`src/rtl/key_entry_loader.sv`:
```
// Button-driven key entry: synchronises and debounces three push buttons and
// assembles an MSB-first key. Optional idle timeout enabled by KEY_TIMEOUT_EN.
module key_entry_loader #(
   parameter int          KEY_WIDTH       = 8,
   parameter int          DEBOUNCE_CYCLES = 1_000_000,
   parameter logic [27:0] TIMEOUT_CYCLES  = 28'h7FFFFFF
) (
   input  logic                           clk,
   input  logic                           rst_n,
   input  logic                           btn0,
   input  logic                           btn1,
   input  logic                           btn_commit,
   output logic [KEY_WIDTH-1:0]           key,
   output logic                           key_valid,
   output logic [$clog2(KEY_WIDTH+1)-1:0] bit_count,
   output logic                           entry_err
);

   localparam int CW = $clog2(KEY_WIDTH + 1);
   localparam int DW = $clog2(DEBOUNCE_CYCLES + 1);
   localparam logic [DW-1:0] DB_LAST = DW'(DEBOUNCE_CYCLES - 1);

   typedef enum logic [1:0] {IDLE, COLLECT, FULL} state_t;

   logic [2:0]    raw, sync1, sync2, level, level_d, press;
   logic [DW-1:0] db_cnt [3];

   state_t               state, state_next;
   logic [KEY_WIDTH-1:0] shift, shift_next, key_next;
   logic [CW-1:0]        count, count_next;
   logic                 key_valid_next, err_next;
   logic                 commit, bit_press, bit_val, timeout;

   assign raw = {btn_commit, btn1, btn0};

   // Level flips only after the synced input disagrees for DEBOUNCE_CYCLES straight cycles
   always_ff @(posedge clk or negedge rst_n) begin
      if (!rst_n) begin
         sync1   <= '0;
         sync2   <= '0;
         level   <= '0;
         level_d <= '0;
         for (int i = 0; i < 3; i++) db_cnt[i] <= '0;
      end else begin
         sync1   <= raw;
         sync2   <= sync1;
         level_d <= level;
         for (int i = 0; i < 3; i++) begin
            if (sync2[i] == level[i]) begin
               db_cnt[i] <= '0;
            end else if (db_cnt[i] == DB_LAST) begin
               db_cnt[i] <= '0;
               level[i]  <= sync2[i];
            end else begin
               db_cnt[i] <= db_cnt[i] + 1'b1;
            end
         end
      end
   end

   assign press     = level & ~level_d;
   assign commit    = press[2];
   assign bit_press = (press[0] ^ press[1]) & ~commit;
   assign bit_val   = press[1];

`ifdef KEY_TIMEOUT_EN
   logic [27:0] idle_cnt, idle_next;

   assign timeout = (state != IDLE) && (idle_cnt == TIMEOUT_CYCLES - 28'd1);

   always_comb begin
      idle_next = idle_cnt + 28'd1;
      if (state_next == IDLE || commit || (bit_press && state != FULL))
         idle_next = '0;
   end

   always_ff @(posedge clk or negedge rst_n) begin
      if (!rst_n) idle_cnt <= '0;
      else        idle_cnt <= idle_next;
   end
`else
   assign timeout = 1'b0;
`endif

   // Timeout beats commit, and commit beats any bit press arriving in the same cycle
   always_comb begin
      state_next     = state;
      shift_next     = shift;
      count_next     = count;
      key_next       = key;
      key_valid_next = key_valid;
      err_next       = 1'b0;
      if (timeout) begin
         shift_next = '0;
         count_next = '0;
         err_next   = 1'b1;
         state_next = IDLE;
      end else if (commit) begin
         if (state == FULL) begin
            key_next       = shift;
            key_valid_next = 1'b1;
         end else begin
            err_next = 1'b1;
         end
         shift_next = '0;
         count_next = '0;
         state_next = IDLE;
      end else if (bit_press && state != FULL) begin
         shift_next = {shift[KEY_WIDTH-2:0], bit_val};
         count_next = count + 1'b1;
         state_next = (count_next == CW'(KEY_WIDTH)) ? FULL : COLLECT;
      end
   end

   always_ff @(posedge clk or negedge rst_n) begin
      if (!rst_n) begin
         state     <= IDLE;
         shift     <= '0;
         count     <= '0;
         key       <= '0;
         key_valid <= 1'b0;
         entry_err <= 1'b0;
      end else begin
         state     <= state_next;
         shift     <= shift_next;
         count     <= count_next;
         key       <= key_next;
         key_valid <= key_valid_next;
         entry_err <= err_next;
      end
   end

   assign bit_count = count;

endmodule

```
`config.mk`:
```
export PLATFORM = sky130hd
export DESIGN_NAME = key_entry_loader
export DESIGN_NICKNAME = d
export VERILOG_FILES = /design/src/rtl/key_entry_loader.sv
export SDC_FILE = /design/constraint.sdc
export NUM_CORES = 1
export LEC_CHECK = 0
export CORE_UTILIZATION = 56
export DETAILED_ROUTE_END_ITERATION = 10
export GPL_ROUTABILITY_DRIVEN = 0
export PLACE_DENSITY = 0.72
export SLEW_MARGIN = 40
export SYNTH_ARGS = -nofsm -noshare
export SYNTH_HDL_FRONTEND = slang
export SYNTH_SLANG_ARGS = --single-unit
```
`constraint.sdc`:
```
create_clock -name clk -period 2.8 [get_ports clk]
set_clock_uncertainty 0.1 [all_clocks]
set_input_delay 0.42 -clock clk [delete_from_list [all_inputs] [get_ports clk]]
set_output_delay 0.42 -clock clk [all_outputs]
set_load 0.02 [all_outputs]
```
==> run_results.csv, run 1 <==
group,metric,value,unit
global_route,met2_usage,34.79,%
routing,wl,7.871,mm
routing,dr_total_vias,3235,
synthesis,synth_top_family_by_area,"simple AND/OR/NAND/NOR gates",
placement,dp_hpwl,5.267,mm
timing,timing.slew.headroom,50.57,%
timing,slew_violations,0,
clock_tree,htreeDepth,3,
setup_path,reg2reg_depth,4,
floorplanning,fp.dieW,91.05,um
clock_tree,clk_pin_slew,0.09,ns
min_path,min_path_type,"reg2reg",
placement,placed_cells,546,
synthesis,syn-num-nets,443,
synthesis,synthAdderAreaFrac,1.127,%
routing,wire_per_inst,13.98,um
synthesis,ys_seq_area_share,54.10,%
routing,drt_iter0_markers,117,
synthesis,synthXorXnorAreaFrac,8.481,%
pwr,p_leak,2.057,nW
setup_path,worstSetupStartpointType,"flip-flop",
min_path,whs_path_depth,0,
clock_tree,clock_sinks,96,
status,status,"complete, no violations",
global_route,grt_max_degree,61,
routing,postRouteAntennaNets,0,
timing,worst_pin_slew,0.7388,ns
global_route,use_met1,28.79,%
setup_path,worstPathRequired,2.98,ns
final_layout,layout.nets,465,
synthesis,ys_ff_latch,96,
clock_tree,cts_tree,"yes",
pwr,p_sw,0.5420,mW
floorplanning,dieArea,0.008289,mm2
final_layout,drive_gt1_share,10.63,%
timing,fin_crit_sh,78.08,%
clock_tree,ctsLongestPathBuffers,2,
routing,viasPerCell,5.746,
floorplanning,ioPinCount,19,
synthesis,synth_mux_area_share,2.790,%
routing,post-route-drc-count,0,
clock_tree,cts_root_buf,"clkbuf_8",
global_route,grt_pass1_vias,3173,
setup_path,end_kind,"flip-flop",
pwr,combPwrFrac,3.2,%
synthesis,ys_warn_count,0,
floorplanning,start_util,57.76,%
floorplanning,die_h,91.05,um
global_route,grt_use_met3,4.858,%
floorplanning,core,0.007687,mm2
synthesis,synth-simple-area-share,22.46,%
clock_tree,cts-resized-gates,0,
synthesis,syn_inst,434,
clock_tree,numCtsBuffers,9,
pwr,peakVddDrop,0.2993,mV
final_layout,stdcell_count,563,
timing,fin_setup_tns,0,ns
synthesis,netlist_area,0.004441,mm2
pwr,p_seq_share,58.1,%
timing,fmax,457.4,MHz
pwr,internal_power,1.893,mW
pwr,swShare,22.26,%
pwr,pwr-share-clk,38.8,%
pwr,power_density,487.5,mW/mm2
synthesis,synth-compound-area-share,8.425,%
synthesis,avgSynthCellArea,10.23,um2
synthesis,synth.distinct_cells,40,
setup_path,cp_max_fo,8,
global_route,grt_pass1_wl,14.39,mm
placement,io_buffers,18,
flow_run,cap_violations,0,
final_layout,antenna_cells,0,
global_route,grt_antenna_before_repair,0,
final_layout,synthToLayoutAreaGrowth,12.48,%
timing,rsz0062_at_grt,"no",
timing,final-hold-violation-count,0,
global_route,gr-max-usage-layer,"met2",
timing,finalSetupViolCount,0,
final_layout,fillers,628,
setup_path,crit_type,"reg2reg",
setup_path,cp.arrival,2.37,ns
global_route,overflow,0,
floorplanning,rows,32,
clock_tree,clk_latency,0.35,ns
global_route,grt_use_total,21.31,%
timing,period_needed,2.186,ns
routing,dr.pass1.iters,4,
==> stage by stage <==
stage	total power [mW]	instance area (um2)	utilization (%)	hold slack [ns]	setup slack, ns
finish	2.435	4995	64.97	0.2635	0.6139
global route	2.540	4995	64.97	0.2878	0.5292
CTS	2.472	4995	64.97	0.2609	0.6148
detailed placement	1.520	4770	62.04	0.2417	0.6409
global placement	1.518	4767	62.01	0.2381	0.6999
floorplan	1.471	4441	-	0.02441	0.7451
==> critical path, cell delays in order (launching register included) <==
cell	delay (ns)
dfrtp_1	0.46
nand4_2	0.18
or4_1	0.67
or4b_4	0.57
a21oi_2	0.14
==> cell usage in the layout (no fill, tap or decap), types with 2 or more instances in the layout <==
master            n
dfrtp_1          96
a21oi_1          28
mux2_2           11
nand3_1          34
nand4_1          13
or2_2             2
and3_1            4
clkbuf_8         11
clkdlybuf4s50_1  17
nand2b_1          3
nor3_1           11
clkinv_4          2
xnor2_1          25
and4_1            3
o21ai_0          16
o31ai_1          13
xor2_1           18
buf_4             8
nand2_1          21
or4_1            17
inv_1            14
ha_1              4
or3_1             3
nor2b_1           3
nand4_2           2
nor2_1           50
nor4_1           10
nor4b_1           2
==> cell usage after synthesis <==
master / n / share of area [%]
or4b_4: 1 / 0.31
and2_1: 1 / 0.14
inv_1: 14 / 1.2
or4_1: 17 / 2.9
a21boi_0: 1 / 0.17
dfrtp_1: 96 / 54
nor4_1: 10 / 1.4
o211a_1: 1 / 0.23
a31o_2: 1 / 0.20
nand4_1: 13 / 1.8
o21ai_0: 16 / 1.8
a21oi_2: 1 / 0.20
buf_2: 2 / 0.23
nand2_1: 21 / 1.8
and4_1: 3 / 0.59
clkbuf_2: 1 / 0.11
nand3_1: 34 / 3.8
nor2_1: 50 / 4.2
nor3_1: 11 / 1.2
or2_2: 2 / 0.28
clkbuf_1: 13 / 1.1
nand4_2: 2 / 0.56
xnor2_1: 25 / 4.9
or4b_2: 1 / 0.23
and3b_1: 1 / 0.20
mux2_2: 11 / 2.8
a21oi_1: 28 / 3.2
o21ai_1: 1 / 0.11
o41ai_1: 1 / 0.20
or3_2: 1 / 0.17
nor2b_1: 4 / 0.56
xor2_1: 18 / 3.6
nand2b_1: 3 / 0.42
or3_1: 3 / 0.42
o31ai_1: 14 / 2.4
and3_1: 4 / 0.56
or4b_1: 1 / 0.23
nor4b_1: 2 / 0.39
or4_2: 1 / 0.20
ha_1: 4 / 1.1
==> worst paths after layout <==
kind,startpoint,end,slack [ns]
worst max-delay path,db_cnt[26],db_cnt[37],0.61
worst min-delay path,sync1[2],sync2[2],0.26
worst max register to register,db_cnt[26],db_cnt[37],0.61
worst min register to register,sync1[2],sync2[2],0.26
max in group asynchronous,rst_n,db_cnt[52],1.48
min in group asynchronous,rst_n,bit_count[0],0.46
==> power by group through the flow <==
stage / Combinational (mW) / Sequential [mW] / Clock (mW)
after detailed placement: 0.0788 / 1.44 / 0
after floorplan: 0.0332 / 1.44 / 0
final: 0.0776 / 1.41 / 0.944
after global routing: 0.0906 / 1.42 / 1.03
after CTS: 0.0803 / 1.41 / 0.978
after global placement: 0.0783 / 1.44 / 0
==> timing repair <==
item	in CTS	in global routing
endpoints found under the hold margin	36	0
hold buffers	1	0
setup buffers	0	0
==> routing by layer <==
| metal | vias up | part of all wire [%] |
|---|---|---|
| li1 | 1589 | - |
| met1 | 1579 | 47 |
| met2 | 57 | 49 |
| met3 | 10 | 3.3 |
| met4 | 0 | 1.1 |
| met5 | - | 0 |
==> final cells by class <==
cell class	count	area, um2	area share, %
clock inverter	5	63.81	1.278
multi-input combinational	308	1937	38.78
timing repair buffer	27	260.3	5.210
inverter	14	52.55	1.052
tap	102	127.6	2.555
clock buffer	11	151.4	3.031
sequential	96	2402	48.10
==> kinds of logic (layout without fill, tap and decap cells) <==
logic type      Yosys count  count (layout)
buf+inv                  30              57
compound gates           64              64
xor+xnor                 43              43
fa+ha+maj                 4               4
simple gates            186             186
flops                    96              96
mux                      11              11
==> flip-flops by register name, summed over array words and instances (netlist names), 2 cells and up <==
name,flops
db_cnt,60
key,8
shift,8
bit_count,4
level,3
level_d,3
sync1,3
sync2,3
state,2
Note: power is estimated with default switching activity, not from simulation.
==> run 2, diff against run 1 <==
--- a/config.mk
+++ b/config.mk
@@ -5,10 +5,10 @@
 export SDC_FILE = /design/constraint.sdc
 export NUM_CORES = 1
 export LEC_CHECK = 0
-export CORE_UTILIZATION = 56
+export CORE_UTILIZATION = 54
 export DETAILED_ROUTE_END_ITERATION = 10
 export GPL_ROUTABILITY_DRIVEN = 0
-export PLACE_DENSITY = 0.72
+export PLACE_DENSITY = 0.73
 export SLEW_MARGIN = 40
 export SYNTH_ARGS = -nofsm -noshare
 export SYNTH_HDL_FRONTEND = slang
==> constraint.sdc (replaced) <==
create_clock -name clk -period 1.9 [get_ports clk]
set_clock_uncertainty 0.1 [all_clocks]
set_input_delay 0.285 -clock clk [delete_from_list [all_inputs] [get_ports clk]]
set_output_delay 0.285 -clock clk [all_outputs]
set_load 0.02 [all_outputs]
==> run 2 against run 1 <==
  * The flow now finishes with violations (setup timing)
  * Combinational power increased by 78%
  * Clock power is 86% higher
  * Via count increased by 8.0%
  * Cell count up 8.0%
  * Count of clock-buffer cells in the layout shrank 1
  * Worst hold slack worse by 0.0052 ns
  * Global-route usage increased by 1.4 points
  * Setup slack worse by 0.84 ns
  * Fmax rose by 2.7%
  * Critical path type unchanged
  * Critical endpoint is now level[1]
==> run_results.csv, run 2 (same netlist as run 1, synthesis figures left out) <==
group,metric,value,unit
status,status,"complete, but fails checks",
status,violations,"setup timing",
setup_path,cp_max_fo,2,
clock_tree,htreeDepth,3,
final_layout,reg_top3,"db_cnt: 60 flops, key: 8 flops, shift: 8 flops",
placement,dp_hpwl,5.817,mm
timing,rsz0062_at_grt,"yes",
global_route,overflow,0,
clock_tree,numCtsBuffers,9,
timing,fin_crit_sh,112.1,%
global_route,grt_pass1_vias,3422,
clock_tree,clk_pin_slew,0.09,ns
final_layout,drive_gt1_share,23.52,%
floorplanning,die_h,92.68,um
flow_run,cap_violations,0,
global_route,grt_antenna_before_repair,0,
timing,finalSetupViolCount,21,
final_layout,regMostFlops,"db_cnt",
routing,viasPerCell,5.745,
final_layout,final_common_cell,"dfrtp_1",
floorplanning,core,0.007848,mm2
routing,post-route-drc-count,0,
timing,worst_pin_slew,0.4888,ns
floorplanning,fp.dieW,92.68,um
setup_path,crit_type,"reg2reg",
timing,fin_ws,-0.2294,ns
timing,slew_violations,0,
timing,fin_hold_ws,0.2583,ns
routing,wire_per_inst,14.79,um
min_path,min_path_type,"in2reg",
timing,fmax,469.6,MHz
final_layout,mostFrequentLayoutCells,"dfrtp_1, buf_4, nor2_1, nand3_1, xnor2_1",
setup_path,worstSetupStartpointType,"flip-flop",
clock_tree,ctsLongestPathBuffers,2,
final_layout,fin_util,70.68,%
pwr,peakVddDrop,0.6410,mV
floorplanning,dieArea,0.008590,mm2
setup_path,worstPathRequired,2.05,ns
final_layout,stdcell_count,608,
timing,timing.slew.headroom,67.41,%
final_layout,largest_reg_flops,60,
global_route,grt_pass1_wl,15.35,mm
timing,period_needed,2.129,ns
setup_path,cp.arrival,2.28,ns
final_layout,synthToLayoutAreaGrowth,24.91,%
floorplanning,rows,32,
routing,postRouteAntennaNets,0,
placement,place_ws,-0.2193,ns
clock_tree,cts_root_buf,"clkbuf_8",
floorplanning,ioPinCount,19,
clock_tree,clock_sinks,96,
placement,placed_cells,586,
setup_path,end_kind,"flip-flop",
global_route,grt_max_degree,97,
clock_tree,clk_latency,0.37,ns
pwr,p_leak,2.354,nW
global_route,grt_use_total,22.75,%
floorplanning,start_util,56.58,%
clock_tree,cts_tree,"yes",
routing,dr_total_vias,3493,
final_layout,antenna_cells,0,
routing,drt_iter0_markers,159,
final_layout,layout.nets,510,
placement,io_buffers,18,
routing,wl,8.992,mm
final_layout,fillers,591,
pwr,power_density,716.8,mW/mm2
timing,final-hold-violation-count,0,
routing,dr.pass1.iters,4,
## run 2: cell count changes in the layout (fill, tap and decap cells not counted), moves of 2 or more
| cell | delta |
|---|---|
| a21oi_2 | +5 |
| or4_4 | +4 |
| nor2_1 | -8 |
| dfrtp_2 | +2 |
| bufinv_16 | +3 |
| nor2_2 | +6 |
| clkbuf_8 | -2 |
| buf_6 | +3 |
| dfrtp_1 | -2 |
| buf_4 | +40 |
| or4_1 | -4 |
| a21oi_1 | -5 |
| nor2_4 | +2 |
## run 2: worst max-delay path, stage by stage, from the launching register on
cell,delay [ns]
dfrtp_1,0.40
or4_4,0.54
or4_4,0.57
nor2_4,0.11
mux2_4,0.30
## run 2: stage by stage
stage	setup TNS, ns	area (um2)	power (mW)
finish	-4.368	5547	3.976
global route	-5.090	5547	4.103
CTS	-3.511	5399	3.995
detailed placement	-4.748	5095	2.250
global placement	-4.346	5095	2.247
floorplan	-2.382	4463	2.171
## run 2: metal layers
metal / vias up / share of wire, % / track usage [%]
met4: 0 / 1.2 / 7.308
li1: 1680 / - / -
met1: 1731 / 45 / 28.24
met2: 69 / 51 / 39.01
met5: - / 0 / 0
met3: 13 / 3.4 / 5.665
## run 2: final timing paths
kind | startpoint | to | slack, ns | cells past startpoint
worst min-delay path | btn1 | sync1[1] | 0.26 | 1
min in group asynchronous | rst_n | bit_count[0] | 0.39 | 3
worst min register to register | sync1[1] | sync2[1] | 0.27 | 0
worst max register to register | db_cnt[33] | level[1] | -0.23 | 4
worst max-delay path | db_cnt[33] | level[1] | -0.23 | 4
max in group asynchronous | rst_n | db_cnt[49] | 0.92 | 3
## run 2: repair_timing
item,CTS,global route
buffers inserted,0,4
pin swaps,1,6
gates cloned,0,1
hold buffers,1,0
gates resized for setup,7,29
hold endpoints to repair,96,0
endpoints found under the setup margin,42,56
## run 2: report_power, final
group | switching, mW | total [mW] | internal [mW]
Combinational | 0.0878 | 0.138 | 0.0497
Clock | 0.737 | 1.76 | 1.02
Sequential | 0.0181 | 2.08 | 2.06
## run 2: area by class of cell
class	count	area, um2	area share (%)
clock buffers	10	127.6	2.301
clock inverters	6	140.1	2.526
inverters	14	52.55	0.9474
multi-input cells	308	2072	37.36
flip-flops and latches	96	2405	43.36
well taps	102	127.6	2.301
repair buffers	72	621.8	11.21
